### config.mk
export PLATFORM = sky130hd
export DESIGN_NAME = mem_arb_flat
export DESIGN_NICKNAME = d
export VERILOG_FILES = /design/src/rtl/mem_arb_if.sv /design/src/rtl/mem_arb.sv /design/src/flat_wrapper.sv
export SDC_FILE = /design/constraint.sdc
export NUM_CORES = 1
export LEC_CHECK = 0
export ABC_CLOCK_PERIOD_IN_PS = 8420
export CAP_MARGIN = 20
export CELL_PAD_IN_SITES_DETAIL_PLACEMENT = 0
export CELL_PAD_IN_SITES_GLOBAL_PLACEMENT = 1
export CORE_MARGIN = 10
export CORE_UTILIZATION = 39
export CTS_CLUSTER_SIZE = 10
export DETAILED_ROUTE_END_ITERATION = 16
export PLACE_DENSITY_LB_ADDON = 0.15
export SYNTH_ARGS = -nofsm -noshare
export SYNTH_HDL_FRONTEND = slang
export SYNTH_SLANG_ARGS = --single-unit
export TNS_END_PERCENT = 30
### constraint.sdc
create_clock -name clk_in -period 8.42 [get_ports clk_in]
set_input_delay 1.263 -clock clk_in [delete_from_list [all_inputs] [get_ports clk_in]]
set_output_delay 1.263 -clock clk_in [all_outputs]
set_load 0.1 [all_outputs]
### src/rtl/mem_arb_if.sv
`default_nettype none
// ============================================================================
// Module   : mem_arb_if
// Purpose  : Requester-side and memory-side bundle for the mem_arb arbiter.
// Revision : 1.0
// ============================================================================
interface mem_arb_if #(
   parameter int NUM_PORTS = 2,
   parameter int ADDR_W    = 18
);
   logic                        rdy_in;
   logic [NUM_PORTS-1:0]        req_in;
   logic [NUM_PORTS-1:0]        wr_in;
   logic [2*NUM_PORTS-1:0]      len_in;
   logic [ADDR_W*NUM_PORTS-1:0] addr_in;
   logic [32*NUM_PORTS-1:0]     wdata_in;
   logic [31:0]                 rdata_out;
   logic [NUM_PORTS-1:0]        done_out;
   logic [NUM_PORTS-1:0]        grant_out;
   logic                        busy_out;
   logic [7:0]                  mem_din;
   logic [7:0]                  mem_dout;
   logic [31:0]                 mem_a;
   logic                        mem_wr;
   logic                        io_buffer_full;

   modport slave (
      input  rdy_in, req_in, wr_in, len_in, addr_in, wdata_in, mem_din, io_buffer_full,
      output rdata_out, done_out, grant_out, busy_out, mem_dout, mem_a, mem_wr
   );

   modport master (
      output rdy_in, req_in, wr_in, len_in, addr_in, wdata_in, mem_din, io_buffer_full,
      input  rdata_out, done_out, grant_out, busy_out, mem_dout, mem_a, mem_wr
   );
endinterface
`default_nettype wire

### src/rtl/mem_arb.sv
`default_nettype none
// ============================================================================
// Module   : mem_arb
// Purpose  : Multi-port byte-serial memory arbiter with IO-region write stall.
//            Define MEM_ARB_RR_EN for round-robin arbitration (fixed otherwise).
// Revision : 1.0
// ============================================================================
module mem_arb #(
   parameter int NUM_PORTS = 2,
   parameter int ADDR_W    = 18
) (
   input wire        clk_in,
   input wire        rst_in,
   mem_arb_if.slave  bus
);
   localparam int          c_IDX_W     = (NUM_PORTS > 1) ? $clog2(NUM_PORTS) : 1;
   localparam logic [31:0] c_ADDR_MASK = 32'((64'd1 << ADDR_W) - 64'd1);
   localparam logic [1:0]  c_IO_REGION = 2'b11;

   typedef enum logic [1:0] {
      S_IDLE  = 2'd0,
      S_READ  = 2'd1,
      S_WRITE = 2'd2,
      S_DONE  = 2'd3
   } state_t;

   state_t               r_state,    w_state_nxt;
   logic [NUM_PORTS-1:0] r_grant,    w_grant_nxt;
   logic [NUM_PORTS-1:0] r_done,     w_done_nxt;
   logic                 r_busy,     w_busy_nxt;
   logic [31:0]          r_addr,     w_addr_nxt;
   logic [31:0]          r_wdata,    w_wdata_nxt;
   logic [2:0]           r_len,      w_len_nxt;
   logic [2:0]           r_idx,      w_idx_nxt;
   logic [31:0]          r_rbuf,     w_rbuf_nxt;
   logic [31:0]          r_rdata,    w_rdata_nxt;
   logic [31:0]          r_mem_a,    w_mem_a_nxt;
   logic [7:0]           r_mem_dout, w_mem_dout_nxt;
   logic                 r_mem_wr,   w_mem_wr_nxt;
`ifdef MEM_ARB_RR_EN
   logic [c_IDX_W-1:0]   r_ptr,      w_ptr_nxt;
`endif

   logic                 w_win_vld;
   logic [c_IDX_W-1:0]   w_win;
   logic [1:0]           w_new_len_code;
   logic [31:0]          w_new_addr;
   logic [31:0]          w_new_wdata;
   logic                 w_new_wr;
   logic                 w_new_stall;
   logic [31:0]          w_byte_addr;
   logic                 w_io_stall;
   logic [1:0]           w_cap;
   logic [31:0]          w_rbuf_ins;

   function automatic logic [2:0] len_bytes(input logic [1:0] code);
      case (code)
         2'd0:    len_bytes = 3'd1;
         2'd1:    len_bytes = 3'd2;
         default: len_bytes = 3'd4;
      endcase
   endfunction

   // Winner selection: scan from the pointer (round-robin) or from port 0.
   always_comb begin
      w_win     = '0;
      w_win_vld = 1'b0;
`ifdef MEM_ARB_RR_EN
      for (int i = 0; i < NUM_PORTS; i++) begin
         if (!w_win_vld && bus.req_in[(int'(r_ptr) + i) % NUM_PORTS]) begin
            w_win_vld = 1'b1;
            w_win     = c_IDX_W'((int'(r_ptr) + i) % NUM_PORTS);
         end
      end
`else
      for (int i = NUM_PORTS - 1; i >= 0; i--) begin
         if (bus.req_in[i]) begin
            w_win_vld = 1'b1;
            w_win     = c_IDX_W'(i);
         end
      end
`endif
   end

   always_comb begin
      w_new_len_code = bus.len_in[2*int'(w_win) +: 2];
      w_new_addr     = 32'(bus.addr_in[ADDR_W*int'(w_win) +: ADDR_W]);
      w_new_wdata    = bus.wdata_in[32*int'(w_win) +: 32];
      w_new_wr       = bus.wr_in[w_win];
      w_new_stall    = (w_new_addr[17:16] == c_IO_REGION) && bus.io_buffer_full;
      w_byte_addr    = (r_addr + 32'(r_idx)) & c_ADDR_MASK;
      w_io_stall     = (w_byte_addr[17:16] == c_IO_REGION) && bus.io_buffer_full;
      // r_idx runs two ahead of the byte being captured during a read
      w_cap          = 2'(r_idx - 3'd2);
      w_rbuf_ins     = r_rbuf | (32'(bus.mem_din) << {w_cap, 3'b000});
   end

   always_comb begin
      w_state_nxt    = r_state;
      w_grant_nxt    = r_grant;
      w_done_nxt     = '0;
      w_addr_nxt     = r_addr;
      w_wdata_nxt    = r_wdata;
      w_len_nxt      = r_len;
      w_idx_nxt      = r_idx;
      w_rbuf_nxt     = r_rbuf;
      w_rdata_nxt    = r_rdata;
      w_mem_a_nxt    = r_mem_a;
      w_mem_dout_nxt = r_mem_dout;
      w_mem_wr_nxt   = 1'b0;
`ifdef MEM_ARB_RR_EN
      w_ptr_nxt      = r_ptr;
`endif

      if (bus.rdy_in) begin
         case (r_state)
            S_IDLE: begin
               if (w_win_vld) begin
                  w_grant_nxt        = '0;
                  w_grant_nxt[w_win] = 1'b1;
                  w_addr_nxt         = w_new_addr;
                  w_wdata_nxt        = w_new_wdata;
                  w_len_nxt          = len_bytes(w_new_len_code);
                  w_rbuf_nxt         = '0;
                  w_mem_a_nxt        = w_new_addr;
                  if (w_new_wr) begin
                     w_state_nxt = S_WRITE;
                     if (w_new_stall) begin
                        w_idx_nxt = 3'd0;
                     end else begin
                        w_mem_dout_nxt = w_new_wdata[7:0];
                        w_mem_wr_nxt   = 1'b1;
                        w_idx_nxt      = 3'd1;
                     end
                  end else begin
                     w_state_nxt = S_READ;
                     w_idx_nxt   = 3'd1;
                  end
`ifdef MEM_ARB_RR_EN
                  w_ptr_nxt = (w_win == c_IDX_W'(NUM_PORTS - 1)) ? '0 : w_win + 1'b1;
`endif
               end
            end

            S_READ: begin
               w_idx_nxt = r_idx + 3'd1;
               if (r_idx < r_len) begin
                  w_mem_a_nxt = w_byte_addr;
               end
               if (r_idx >= 3'd2) begin
                  w_rbuf_nxt = w_rbuf_ins;
               end
               if (r_idx == r_len + 3'd1) begin
                  w_rdata_nxt = w_rbuf_ins;
                  w_done_nxt  = r_grant;
                  w_state_nxt = S_DONE;
               end
            end

            S_WRITE: begin
               if (r_idx == r_len) begin
                  w_done_nxt  = r_grant;
                  w_state_nxt = S_DONE;
               end else begin
                  w_mem_a_nxt = w_byte_addr;
                  if (!w_io_stall) begin
                     w_mem_dout_nxt = r_wdata[{r_idx[1:0], 3'b000} +: 8];
                     w_mem_wr_nxt   = 1'b1;
                     w_idx_nxt      = r_idx + 3'd1;
                  end
               end
            end

            S_DONE: begin
               w_state_nxt = S_IDLE;
               w_grant_nxt = '0;
            end

            default: begin
               w_state_nxt = S_IDLE;
               w_grant_nxt = '0;
            end
         endcase
      end

      w_busy_nxt = (w_state_nxt != S_IDLE);
   end

   always_ff @(posedge clk_in) begin
      if (!rst_in) begin
         r_state    <= S_IDLE;
         r_grant    <= '0;
         r_done     <= '0;
         r_busy     <= 1'b0;
         r_addr     <= '0;
         r_wdata    <= '0;
         r_len      <= '0;
         r_idx      <= '0;
         r_rbuf     <= '0;
         r_rdata    <= '0;
         r_mem_a    <= '0;
         r_mem_dout <= '0;
         r_mem_wr   <= 1'b0;
`ifdef MEM_ARB_RR_EN
         r_ptr      <= '0;
`endif
      end else begin
         r_state    <= w_state_nxt;
         r_grant    <= w_grant_nxt;
         r_done     <= w_done_nxt;
         r_busy     <= w_busy_nxt;
         r_addr     <= w_addr_nxt;
         r_wdata    <= w_wdata_nxt;
         r_len      <= w_len_nxt;
         r_idx      <= w_idx_nxt;
         r_rbuf     <= w_rbuf_nxt;
         r_rdata    <= w_rdata_nxt;
         r_mem_a    <= w_mem_a_nxt;
         r_mem_dout <= w_mem_dout_nxt;
         r_mem_wr   <= w_mem_wr_nxt;
`ifdef MEM_ARB_RR_EN
         r_ptr      <= w_ptr_nxt;
`endif
      end
   end

   assign bus.rdata_out = r_rdata;
   assign bus.done_out  = r_done;
   assign bus.grant_out = r_grant;
   assign bus.busy_out  = r_busy;
   assign bus.mem_a     = r_mem_a;
   assign bus.mem_dout  = r_mem_dout;
   assign bus.mem_wr    = r_mem_wr;

endmodule
`default_nettype wire

### src/flat_wrapper.sv
// flat-port wrapper written by rule: the top's interface ports become plain ports
module mem_arb_flat 
#(
   parameter int NUM_PORTS = 2,
   parameter int ADDR_W    = 18
)
  (clk_in, rst_in, bus_rdy_in, bus_req_in, bus_wr_in, bus_len_in, bus_addr_in, bus_wdata_in, bus_mem_din, bus_io_buffer_full, bus_rdata_out, bus_done_out, bus_grant_out, bus_busy_out, bus_mem_dout, bus_mem_a, bus_mem_wr);
  mem_arb_if #(.NUM_PORTS(NUM_PORTS), .ADDR_W(ADDR_W)) bus_i ();
  input wire clk_in;
  input wire rst_in;
  input wire logic [$bits(bus_i.rdy_in)-1:0] bus_rdy_in;
  input wire logic [$bits(bus_i.req_in)-1:0] bus_req_in;
  input wire logic [$bits(bus_i.wr_in)-1:0] bus_wr_in;
  input wire logic [$bits(bus_i.len_in)-1:0] bus_len_in;
  input wire logic [$bits(bus_i.addr_in)-1:0] bus_addr_in;
  input wire logic [$bits(bus_i.wdata_in)-1:0] bus_wdata_in;
  input wire logic [$bits(bus_i.mem_din)-1:0] bus_mem_din;
  input wire logic [$bits(bus_i.io_buffer_full)-1:0] bus_io_buffer_full;
  output wire logic [$bits(bus_i.rdata_out)-1:0] bus_rdata_out;
  output wire logic [$bits(bus_i.done_out)-1:0] bus_done_out;
  output wire logic [$bits(bus_i.grant_out)-1:0] bus_grant_out;
  output wire logic [$bits(bus_i.busy_out)-1:0] bus_busy_out;
  output wire logic [$bits(bus_i.mem_dout)-1:0] bus_mem_dout;
  output wire logic [$bits(bus_i.mem_a)-1:0] bus_mem_a;
  output wire logic [$bits(bus_i.mem_wr)-1:0] bus_mem_wr;
  assign bus_i.rdy_in = bus_rdy_in;
  assign bus_i.req_in = bus_req_in;
  assign bus_i.wr_in = bus_wr_in;
  assign bus_i.len_in = bus_len_in;
  assign bus_i.addr_in = bus_addr_in;
  assign bus_i.wdata_in = bus_wdata_in;
  assign bus_i.mem_din = bus_mem_din;
  assign bus_i.io_buffer_full = bus_io_buffer_full;
  assign bus_rdata_out = bus_i.rdata_out;
  assign bus_done_out = bus_i.done_out;
  assign bus_grant_out = bus_i.grant_out;
  assign bus_busy_out = bus_i.busy_out;
  assign bus_mem_dout = bus_i.mem_dout;
  assign bus_mem_a = bus_i.mem_a;
  assign bus_mem_wr = bus_i.mem_wr;
  mem_arb #(.NUM_PORTS(NUM_PORTS), .ADDR_W(ADDR_W)) u_core (.clk_in(clk_in), .rst_in(rst_in), .bus(bus_i));
endmodule
## Word-level counts from Yosys, hierarchy flattened

Index checks and enable logic that the tools add are counted.
W data, S select, Z words.

| word-level totals | value |
|---|---|
| word-level logic and storage cells | 105 |
| register bits | 168 |
| output and inout bits | 78 |
| input port bits | 120 |

| cells by class | value |
|---|---|
| reductions and logical operators | 18 |
| shift operators | 5 |
| bitwise operators | 1 |
| $mul | 1 |
| multiplexer cells | 44 |
| magnitude comparators | 4 |
| equal/unequal tests | 15 |
| add/subtract/negate cells | 4 |

Operator list:

| cell | count |
|---|---|
| $mux W32 | 5 |
| $pmux W32 S3 | 1 |
| $pmux W32 S2 | 1 |
| $shiftx A64 B7 Y32 | 1 |
| $mux W8 | 5 |
| $shiftx A36 B32 Y18 | 1 |
| $or A32 B32 Y32 | 1 |
| $shiftx A32 B6 Y8 | 1 |
| $shl A8 B5 Y32 | 1 |
| $add A18 B3 Y18 | 1 |
| $mux W2 | 8 |
| $pmux W8 S2 | 1 |
| $mux W1 | 13 |
| $reduce_and A5 Y1 | 2 |
| $mux W3 | 3 |
| $pmux W3 S3 | 1 |
| $reduce_and A3 Y1 | 3 |
| $eq A2 B2 Y1 const B | 4 |
| $ne A2 B1 Y1 const B | 4 |
| $pmux W2 S2 | 2 |
| $pmux W2 S4 | 1 |
| $reduce_bool A2 Y1 | 4 |
| $reduce_and A7 Y1 | 1 |
| $add A3 B1 Y3 const B | 2 |
| other kinds (18) | 25 |

## Logic depth before layout (Yosys ltp)

Gate-level depths: netlist of the first run.

| depth | value |
|---|---|
| depth in word-level cells | 10 |
| mapped depth | 12 |
| gate-level depth less buffers | 9 |

## Worst setup path after synthesis of the first run

No wires, ideal clock.

| path | value |
|---|---|
| path type | input to register |
| from | input bus_req_in[1] |
| to | register u_core.r_mem_dout[6], in the netlist u_core.bus.mem_dout[6] |
| setup time | 0.116 ns |
| path buffers | 2 |
| stages | 7 |
| arrival time | 3.027 ns |
| slack | 5.277 ns |
| path through | nor2b_1 clkbuf_1 mux2_2 a41oi_1 clkbuf_1 a21oi_1 a41o_1 |

| on the way | value |
|---|---|
| cells in the longest elaborated chain, start to end | 8 |
| elaborated cells between the ends (all ways) | 18 |

RTL lines:

| what | line | text |
|---|---|---|
| start: declaration | flat_wrapper.sv:12 | `input wire logic [$bits(bus_i.req_in)-1:0] bus_req_in;` |
| $mux W1 * | mem_arb.sv:77 | `if (bus.req_in[i]) begin` |
| $mux W1 | mem_arb.sv:77 |  |
| $mul A4 B1 Y5 | mem_arb.sv:87 | `w_new_addr = 32'(bus.addr_in[ADDR_W*int'(w_win) +: ADDR_W]);` |
| $shiftx A36 B32 Y18 | mem_arb.sv:87 |  |
| $eq A2 B2 Y1 | mem_arb.sv:90 | `w_new_stall = (w_new_addr[17:16] == c_IO_REGION) && bus.io_buffer_full;` |
| $logic_and A1 B1 Y1 | mem_arb.sv:90 |  |
| $ne A2 B2 Y1 (no source line) | n/a |  |
| $reduce_and A7 Y1 (no source line) | n/a |  |
| end signal: assignment | mem_arb.sv:219 | `r_mem_dout <= w_mem_dout_nxt;` |
| end: declaration | mem_arb.sv:38 | `logic [7:0] r_mem_dout, w_mem_dout_nxt;` |

Mark *: on every way between the ends. The rest lies on a longest branch, timed or not. The select of a mux whose other input is x is not followed.
A chain may end at the register's enable or synchronous reset.

## Final worst setup path of the first run

| path | value |
|---|---|
| from | register u_core.r_idx[1] |
| to | register u_core.r_mem_dout[3], in the netlist u_core.bus.mem_dout[3] |

| on the way | value |
|---|---|
| cells in the longest elaborated chain, start to end | 5 |
| elaborated cells between the ends (all ways) | 11 |

RTL lines:

| what | line | text |
|---|---|---|
| start: declaration | mem_arb.sv:34 | `logic [2:0] r_idx, w_idx_nxt;` |
| start signal: assignment | mem_arb.sv:215 | `r_idx <= w_idx_nxt;` |
| $add A18 B3 Y18 | mem_arb.sv:91 | `w_byte_addr = (r_addr + 32'(r_idx)) & c_ADDR_MASK;` |
| $eq A2 B2 Y1 | mem_arb.sv:92 | `w_io_stall = (w_byte_addr[17:16] == c_IO_REGION) && bus.io_buffer_full;` |
| $logic_and A1 B1 Y1 | mem_arb.sv:92 |  |
| $ne A2 B2 Y1 (no source line) | n/a |  |
| $reduce_and A7 Y1 (no source line) | n/a |  |

Several ways; a longest one is shown, not always the timed one. The select of a mux whose other input is x is not followed.

==> results.cfg, run 1 <==
[global_route]
grt_max_degree = 82
grt_use_met2_pct = 29.1
grt_pass1_vias = 6601
use_met3_pct = 5.62
top_usage_layer = met2
grt_util_all_layers_pct = 17.9
gr-usage-met1_pct = 22.5
grt_pass1_wl_mm = 35.9
grt_antenna_before_repair = 0
globalRouteOverflowTotal = 0

[finish]
n_fill_cell = 1805
area_delta_synth_final_pct = 33.5
drive_above_1_share_pct = 6.20
antenna_cells = 0
final_nets = 1154

[logic_synthesis]
yosys_warnings = 0
synth_area_um2 = 7450
synth_fa_ha_area_share_pct = 2.45
synth-compound-area-share_pct = 26.0
synth_edf_count = 0
synth_top_family_by_area = compound AO/OA/AOI/OAI gates
yosysSeqAreaShare_pct = 41.4
syn_inst = 883
synth_mux_area_share_pct = 4.47
synth-seq-cells = 154
synth_top_flop_cell = dfxtp_1
synthArstFlopShare_pct = 0
yosys.area_share.simple_pct = 17.0
synth_cell_types = 55
synth-xor-area-share_pct = 2.20
synth.avg_cell_area_um2 = 8.44

[detailed_routing]
first_iter_violations = 418
first_pass_iters = 5
routedWlPerCell_um = 17.9
viasPerCell = 5.31
drc = 0
vias = 6724
ant_nets = 0
routed_wl_mm = 22.6

[timing]
max_freq_mhz = 272
drv_slew = 0
finalCritPeriodShare_pct = 43.7
maxSlewHeadroom_pct = 29.4
timing.setup.tns_ps = 0
finalClockSkew_ps = 9.71
worstMarginPinSlew_ps = 1050
hold_viol = 0
rsz0062_at_grt = false
hold-worst-slack_ps = 454
setup_viol = 0
finalCriticalPeriod_ps = 3680

[cts]
tritoncts = done
cts_root_buf = clkbuf_16
clk_pin_slew_ps = 60
cts_hold_buf = 0
htree_levels = 4
cts_setup_buffers = 0
cts_resized = 0
cts_buffers = 17
clock_path_buffers = 2
cts_sinks = 154
clk_latency_ps = 420

[worst_setup_path]
path_class = reg -> reg
cp_num_buf_inv = 1
crit_path_max_incr_delay_ps = 880
worst_ep_required_time_ps = 8730
crit_slowest_cell = dfxtp_1
critPathMostFrequentCell = a21oi_1
cp_max_fo = 19
end_kind = flop
crit_arrival_ps = 3990
path_cells = inv_1 > fa_1 > nor2b_1 > o211a_1 > a21oi_1 > o221ai_2 > a21oi_1 > a41o_1
cp_top_family = compound AO/OA/AOI/OAI gates
startpoint_type = flop

[placement]
gp_congestion = 0.790
io_buffers = 183
hpwl_mm = 15.9

[floorplanning]
num_rows = 50
die_y_um = 158
io_pins = 198
initial_core_util_pct = 39.7
die_area_um2 = 25000
coreArea_um2 = 18800
die_w_um = 158

[hold_path]
hp-class = reg -> reg

[job]
drv_cap = 0

[power]
power_mw = 2.14
power.density_nw_per_um2 = 215
vdd_drop_max_uv = 159
leakagePower_nw = 3.62

[outcome]
status = complete, no violations
==> logic make-up after synthesis <==
logic type               Yosys count
AO/OA/AOI/OAI                    269
XOR/XNOR                          17
adder cells (fa/ha/maj)           14
buffers and inverters            109
flip-flops                       154
multiplexers                      23
other                              1
AND/OR/NAND/NOR                  296
==> per-layer routing <==
metal,up-vias,wire length (um)
met5,-,0
met4,0,199
met3,16,1520
met2,170,10900
met1,3112,10000
li1,3426,-
==> per-stage QoR <==
step	cells	area, um2	setup slack [ps]	utilization, %
6_report	1266	9940	4740	53.0
5_1_grt	1266	9940	4430	53.0
4_1_cts	1264	9890	4720	52.7
3_5_place_dp	1233	9320	4470	49.7
3_3_place_gp	1233	9320	4560	49.7
2_1_floorplan	896	7500	5280	-
==> tightest hold or removal path: stages (launching register included) <==
cell and delay [ps]:
dfxtp_1 310, nand2_1 50, a21oi_1 50
==> registers in the layout (all words and copies together) (netlist names), 3 cells and up <==
name	count
u_core.bus.rdata_out	32
u_core.bus.mem_dout	8
u_core.r_idx	3
u_core.bus.mem_a	18
u_core.r_len	3
u_core.r_wdata	32
u_core.r_rbuf	32
u_core.r_addr	18
==> Yosys cell counts, types with 11 or more instances <==
cell type	count	share of area (%)
ha_1	13	2.2
o21ai_0	27	1.8
mux2i_1	13	1.7
buf_4	15	1.5
clkbuf_1	59	3.0
a211o_1	29	3.4
inv_1	18	0.91
a311oi_1	24	2.8
dfxtp_1	154	41
nand2_1	100	5.0
a22oi_1	34	3.4
buf_1	11	0.55
and2_1	19	1.6
a211oi_1	57	5.7
a21oi_1	67	4.5
nor2_1	133	6.7
==> cells in the final DEF, fill, tap and decap left out, drive strengths merged, types with 7 or more instances in the layout <==
cell | Yosys | layout
clkbuf | 59 | 20
xor2 | 7 | 7
a41o | 8 | 8
a211o | 29 | 29
nand3 | 9 | 9
o21ai | 27 | 27
and2 | 19 | 19
mux4 | 8 | 8
a21oi | 67 | 67
buf | 32 | 13
dfxtp | 154 | 154
ha | 13 | 13
xnor2 | 9 | 9
a211oi | 57 | 57
a311oi | 24 | 24
conb | 1 | 14
a22oi | 34 | 34
clkdlybuf4s50 | 0 | 183
mux2i | 13 | 13
inv | 18 | 19
nand2 | 100 | 100
nor2 | 133 | 133
==> power breakdown <==
part           internal, mW  leakage, nW  switching, mW
combinational         0.192         2.09          0.380
clock                 0.442        0.268          0.304
sequential            0.780         1.26         0.0377
==> final cells by class <==
| class | count | area [um2] | area share [%] |
|---|---|---|---|
| Tap cell | 234 | 293 | 2.94 |
| Sequential cell | 154 | 3080 | 31.0 |
| Clock buffer | 20 | 447 | 4.49 |
| Multi-Input combinational cell | 633 | 3960 | 39.8 |
| Timing Repair Buffer | 196 | 1970 | 19.8 |
| Inverter | 18 | 70.1 | 0.705 |
| Clock inverter | 11 | 123 | 1.23 |
==> path summary, 6_finish.rpt <==
| kind | start | to | slack, ps | depth (start not counted) |
|---|---|---|---|---|
| max | u_core.r_idx[1] | u_core.bus.mem_dout[3] | 4740 | 8 |
| min | u_core.bus.mem_a[11] | u_core.bus.mem_a[11] | 450 | 2 |
| max reg2reg | u_core.r_idx[1] | u_core.bus.mem_dout[3] | 4740 | 8 |
| min reg2reg | u_core.bus.mem_a[11] | u_core.bus.mem_a[11] | 450 | 2 |
(Power assumes the default switching activity.)
==> run 2: changes to the inputs <==
--- a/config.mk
+++ b/config.mk
@@ -5,12 +5,12 @@
 export SDC_FILE = /design/constraint.sdc
 export NUM_CORES = 1
 export LEC_CHECK = 0
-export ABC_CLOCK_PERIOD_IN_PS = 8420
+export ABC_CLOCK_PERIOD_IN_PS = 3130
 export CAP_MARGIN = 20
 export CELL_PAD_IN_SITES_DETAIL_PLACEMENT = 0
 export CELL_PAD_IN_SITES_GLOBAL_PLACEMENT = 1
 export CORE_MARGIN = 10
-export CORE_UTILIZATION = 39
+export CORE_UTILIZATION = 32
 export CTS_CLUSTER_SIZE = 10
 export DETAILED_ROUTE_END_ITERATION = 16
 export PLACE_DENSITY_LB_ADDON = 0.15
==> constraint.sdc (replaced) <==
create_clock -name clk_in -period 3.13 [get_ports clk_in]
set_input_delay 0.4695 -clock clk_in [delete_from_list [all_inputs] [get_ports clk_in]]
set_output_delay 0.4695 -clock clk_in [all_outputs]
set_load 0.1 [all_outputs]
==> results.cfg, run 2 (synthesized netlist as in run 1, its figures left out) <==
[cts]
cts_setup_buffers = 0
clk_latency_ps = 430
cts_root_buf = clkbuf_16
tritoncts = done
htree_levels = 4
clk_pin_slew_ps = 70
clock_path_buffers = 2
cts_resized = 0
cts_hold_buf = 0
cts_buffers = 17
cts_sinks = 154

[worst_setup_path]
end_kind = flop
r2r_cells = 9
cp_max_fo = 5
startpoint_type = flop
worst_ep_required_time_ps = 3450
r2r-start = u_core.r_idx[0]
crit_arrival_ps = 2960
path_class = reg -> reg
r2r_slack_ps = 490
regToRegEndpoint = u_core.r_idx[0]

[detailed_routing]
routed_wl_mm = 24.1
highest_layer = met5
first_pass_iters = 4
met1_length_mm = 11.7
ant_nets = 0
routedWlPerCell_um = 17.8
wl_met3_mm = 1.83
drc = 0
viasPerCell = 5.00
dr_wl_met2_mm = 10.4
first_iter_violations = 427
vias = 6780

[timing]
rsz0062_at_grt = false
finalCriticalPeriod_ps = 2640
worstMarginPinSlew_ps = 957
hold_viol = 0
setup_viol = 0
fin_ws_ps = 487
finalCritPeriodShare_pct = 84.4
maxSlewHeadroom_pct = 35.7
max_freq_mhz = 378
timing.setup.tns_ps = 0
drv_slew = 0
finalClockSkew_ps = 11.3

[placement]
pre_cts_ws_ps = 392
hpwl_mm = 17.2
gp_congestion = 0.789
placedCellCount = 1323
io_buffers = 183

[power]
power_mw = 5.84
vdd_drop_max_uv = 320
power.density_nw_per_um2 = 583
leakagePower_nw = 3.82

[finish]
final_cell_mix = 154 x dfxtp_1, 132 x nor2_1, 119 x clkdlybuf4s50_1
area_delta_synth_final_pct = 34.3
drive_above_1_share_pct = 13.4
n_fill_cell = 2333
final_nets = 1163
final_common_cell = dfxtp_1
layout.cells.non_filler = 1356

[job]
drv_cap = 0

[global_route]
grt_antenna_before_repair = 5
grt_max_degree = 74
grt_pass1_vias = 6688
globalRouteOverflowTotal = 0
grt_util_all_layers_pct = 15.9
grt_pass1_wl_mm = 38.6

[floorplanning]
io_pins = 198
die_y_um = 173
die_area_um2 = 29800
initial_core_util_pct = 32.7
die_w_um = 173
num_rows = 55
coreArea_um2 = 22800

[hold_path]
hold_end = u_core.bus.mem_a[11]
hold_start = u_core.bus.mem_a[11]
hp-class = reg -> reg
whs_path_depth = 2

[outcome]
status = complete, no violations
run 2: cell types whose count changed in the layout (fill, tap and decap cells not counted), moves of 3 or more:
cell,previous run,this run
buf_4,11,80
clkdlybuf4s50_1,183,119
buf_12,0,6
inv_6,1,4
run 2: worst max path at each step:
| stage | from | to | slack [ps] | cells after the start |
|---|---|---|---|---|
| 6_report | u_core.r_idx[0] | u_core.r_idx[0] | 490 | 9 |
| 5_1_grt | u_core.r_idx[0] | u_core.bus.rdata_out[3] | 170 | 9 |
| 4_1_cts | u_core.r_idx[0] | u_core.bus.rdata_out[14] | 490 | 9 |
| 3_5_place_dp | bus_req_in[0] | u_core.r_rbuf[14] | 390 | 7 |
| 3_3_place_gp | bus_req_in[0] | u_core.r_rbuf[15] | 440 | 7 |
| 2_1_floorplan | u_core.r_idx[1] | u_core.r_idx[0] | 90 | 10 |
run 2: routing by layer:
| layer | track usage (%) | vias up |
|---|---|---|
| met5 | 0 | - |
| met4 | 3.15 | 6 |
| met3 | 6.14 | 15 |
| met2 | 23.2 | 177 |
| met1 | 21.7 | 3127 |
| li1 | - | 3455 |
run 2: metrics by stage:
step	cell area [um2]	utilization [%]	hold slack, ps
after detailed placement	9420	41.3	447
after floorplan	7500	-	453
after global routing	10000	43.9	473
after CTS	10000	43.9	456
after global placement	9420	41.3	442
final	10000	43.9	454
run 2: power breakdown:
part | internal [mW] | switching (mW)
clock | 1.19 | 0.905
combinational | 0.508 | 1.04
sequential | 2.10 | 0.101
total | 3.80 | 2.04
run 2: final cells by class:
cell class	instances	area [um2]	share of cell area (%)
multi-input cells	633	3960	39.6
flip-flops and latches	154	3080	30.8
repair buffers	205	1910	19.1
clock buffers	17	425	4.25
well taps	313	392	3.91
clock inverters	15	165	1.65
inverters	18	70.1	0.700
diodes	1	2.50	0.0250
run 2: critical path, stage by stage (launching register included):
cell and delay (ps):
dfxtp_1 330, ha_1 170, inv_1 50, fa_1 390
nor2b_1 330, o211a_1 280, a21oi_1 120, or3_1 450
and2_1 190, o221a_2 220
==> run 3: changes to the inputs <==
--- a/config.mk
+++ b/config.mk
@@ -5,12 +5,12 @@
 export SDC_FILE = /design/constraint.sdc
 export NUM_CORES = 1
 export LEC_CHECK = 0
-export ABC_CLOCK_PERIOD_IN_PS = 3130
+export ABC_CLOCK_PERIOD_IN_PS = 2700
 export CAP_MARGIN = 20
 export CELL_PAD_IN_SITES_DETAIL_PLACEMENT = 0
 export CELL_PAD_IN_SITES_GLOBAL_PLACEMENT = 1
 export CORE_MARGIN = 10
-export CORE_UTILIZATION = 32
+export CORE_UTILIZATION = 36
 export CTS_CLUSTER_SIZE = 10
 export DETAILED_ROUTE_END_ITERATION = 16
 export PLACE_DENSITY_LB_ADDON = 0.15
==> constraint.sdc (replaced) <==
create_clock -name clk_in -period 2.7 [get_ports clk_in]
set_input_delay 0.405 -clock clk_in [delete_from_list [all_inputs] [get_ports clk_in]]
set_output_delay 0.405 -clock clk_in [all_outputs]
set_load 0.1 [all_outputs]
==> results.cfg, run 3 (synthesized netlist as in run 1, its figures left out) <==
[worst_setup_path]
crit_slowest_cell = or3_1
r2r_cells = 9
regToRegEndpoint = u_core.r_idx[1]
crit_path_max_incr_delay_ps = 450
worst_ep_required_time_ps = 3050
worst-path-stages = 9
startpoint = u_core.r_idx[0]
crit_arrival_ps = 2860
critPathMostFrequentCell = a21oi_1
path_cells = ha_1 > inv_1 > fa_1 > nor2b_2 > o211a_1 > a21oi_1 > or3_1 > a211o_1 > a21oi_1
end_kind = flop
cp_top_family = compound AO/OA/AOI/OAI gates
r2r-start = u_core.r_idx[0]
path_class = reg -> reg
startpoint_type = flop
cp_max_fo = 5
r2r_slack_ps = 190
crit_path_end = u_core.r_idx[1]
cp_num_buf_inv = 1

[finish]
layout.cells.non_filler = 1319
drive_above_1_share_pct = 14.3
utilization_pct = 49.4
final_nets = 1169
n_fill_cell = 2032
final_cell_mix = 153 x dfxtp_1, 132 x nor2_1, 119 x clkdlybuf4s50_1
final_common_cell = dfxtp_1
area_delta_synth_final_pct = 34.6

[global_route]
grt_util_all_layers_pct = 17.2
top_usage_layer = met2
grt_pass1_wl_mm = 36.9
globalRouteOverflowTotal = 0
gr-usage-met1_pct = 23.2
grt_max_degree = 75
grt_use_met2_pct = 25.6
grt_pass1_vias = 6614
grt_antenna_before_repair = 3
use_met3_pct = 5.91

[timing]
finalCritPeriodShare_pct = 92.8
worstMarginPinSlew_ps = 605
timing.setup.tns_ps = 0
max_freq_mhz = 399
drv_slew = 0
setup_viol = 0
rsz0062_at_grt = false
hold_viol = 0
finalClockSkew_ps = 9.87
fin_ws_ps = 193
hold-worst-slack_ps = 456
maxSlewHeadroom_pct = 59.5
finalCriticalPeriod_ps = 2510

[detailed_routing]
vias = 6792
routedWlPerCell_um = 17.8
ant_nets = 0
drc = 0
first_pass_iters = 4
viasPerCell = 5.15
routed_wl_mm = 23.5
first_iter_violations = 412

[floorplanning]
die_area_um2 = 26800
io_pins = 198
initial_core_util_pct = 36.7
coreArea_um2 = 20300
die_y_um = 164
num_rows = 52
die_w_um = 164

[placement]
hpwl_mm = 16.6
placedCellCount = 1286
pre_cts_ws_ps = 184
gp_congestion = 0.790
io_buffers = 183

[hold_path]
hold_start = u_core.bus.mem_a[6]
hp-class = reg -> reg

[cts]
clock_path_buffers = 2
cts_buffers = 17
clk_pin_slew_ps = 70
cts_root_buf = clkbuf_16
cts_sinks = 154
tritoncts = done
cts_hold_buf = 0
clk_latency_ps = 430
htree_levels = 4

[outcome]
status = complete, no violations

[power]
power.density_nw_per_um2 = 679
vdd_drop_max_uv = 483
leakagePower_nw = 3.85

[job]
drv_cap = 0
## run 3: cell type report
type / instances / area (um2) / share of cell area (%)
multi-input combinational: 633 / 3970 / 39.6
timing repair buffer: 211 / 1960 / 19.5
clock buffer: 18 / 439 / 4.38
sequential: 154 / 3080 / 30.8
tap: 270 / 338 / 3.37
antenna: 1 / 2.50 / 0.0250
clock inverter: 14 / 163 / 1.62
inverter: 18 / 70.1 / 0.699
## run 3: power by group
group | internal [mW] | switching, mW | total [mW]
clock | 1.41 | 1.05 | 2.46
combinational | 0.595 | 1.21 | 1.80
sequential | 2.43 | 0.113 | 2.55
total | 4.44 | 2.37 | 6.80
## run 3: per-stage QoR
step / power (mW) / area [um2]
floorplan: 3.86 / 7520
global placement: 4.40 / 9410
detailed placement: 4.40 / 9410
CTS: 6.87 / 10000
global route: 7.11 / 10000
finish: 6.80 / 10000
## run 3: metal layers
| metal | vias to the layer above | routed length, um |
|---|---|---|
| met2 | 177 | 10300 |
| met5 | - | 15 |
| met4 | 4 | 265 |
| met1 | 3122 | 11200 |
| met3 | 22 | 1770 |
| li1 | 3467 | - |
## run 3: worst reg2reg max path, cell delays in order, from the launching register on
cell,delay (ps)
dfxtp_1,340
ha_1,170
inv_1,50
fa_1,410
nor2b_2,160
o211a_1,260
a21oi_1,130
or3_1,450
a211o_1,280
a21oi_1,160
## run 3: what timing repair did
item / in CTS / in global routing
gates resized for setup: 0 / 2
endpoints found under the setup margin: 0 / 18
buffers inserted: 0 / 0
hold endpoints to repair: 0 / 0
## run 3: worst min-delay path by stage
stage                            to  slack [ps]  depth (start not counted)
4_1_cts         u_core.bus.mem_a[3]         460                          2
2_1_floorplan       u_core.r_len[1]         450                          2
6_report        u_core.bus.mem_a[6]         460                          2
5_1_grt        u_core.bus.mem_a[13]         480                          2
3_5_place_dp    u_core.bus.mem_a[3]         450                          2
3_3_place_gp    u_core.bus.mem_a[3]         440                          2
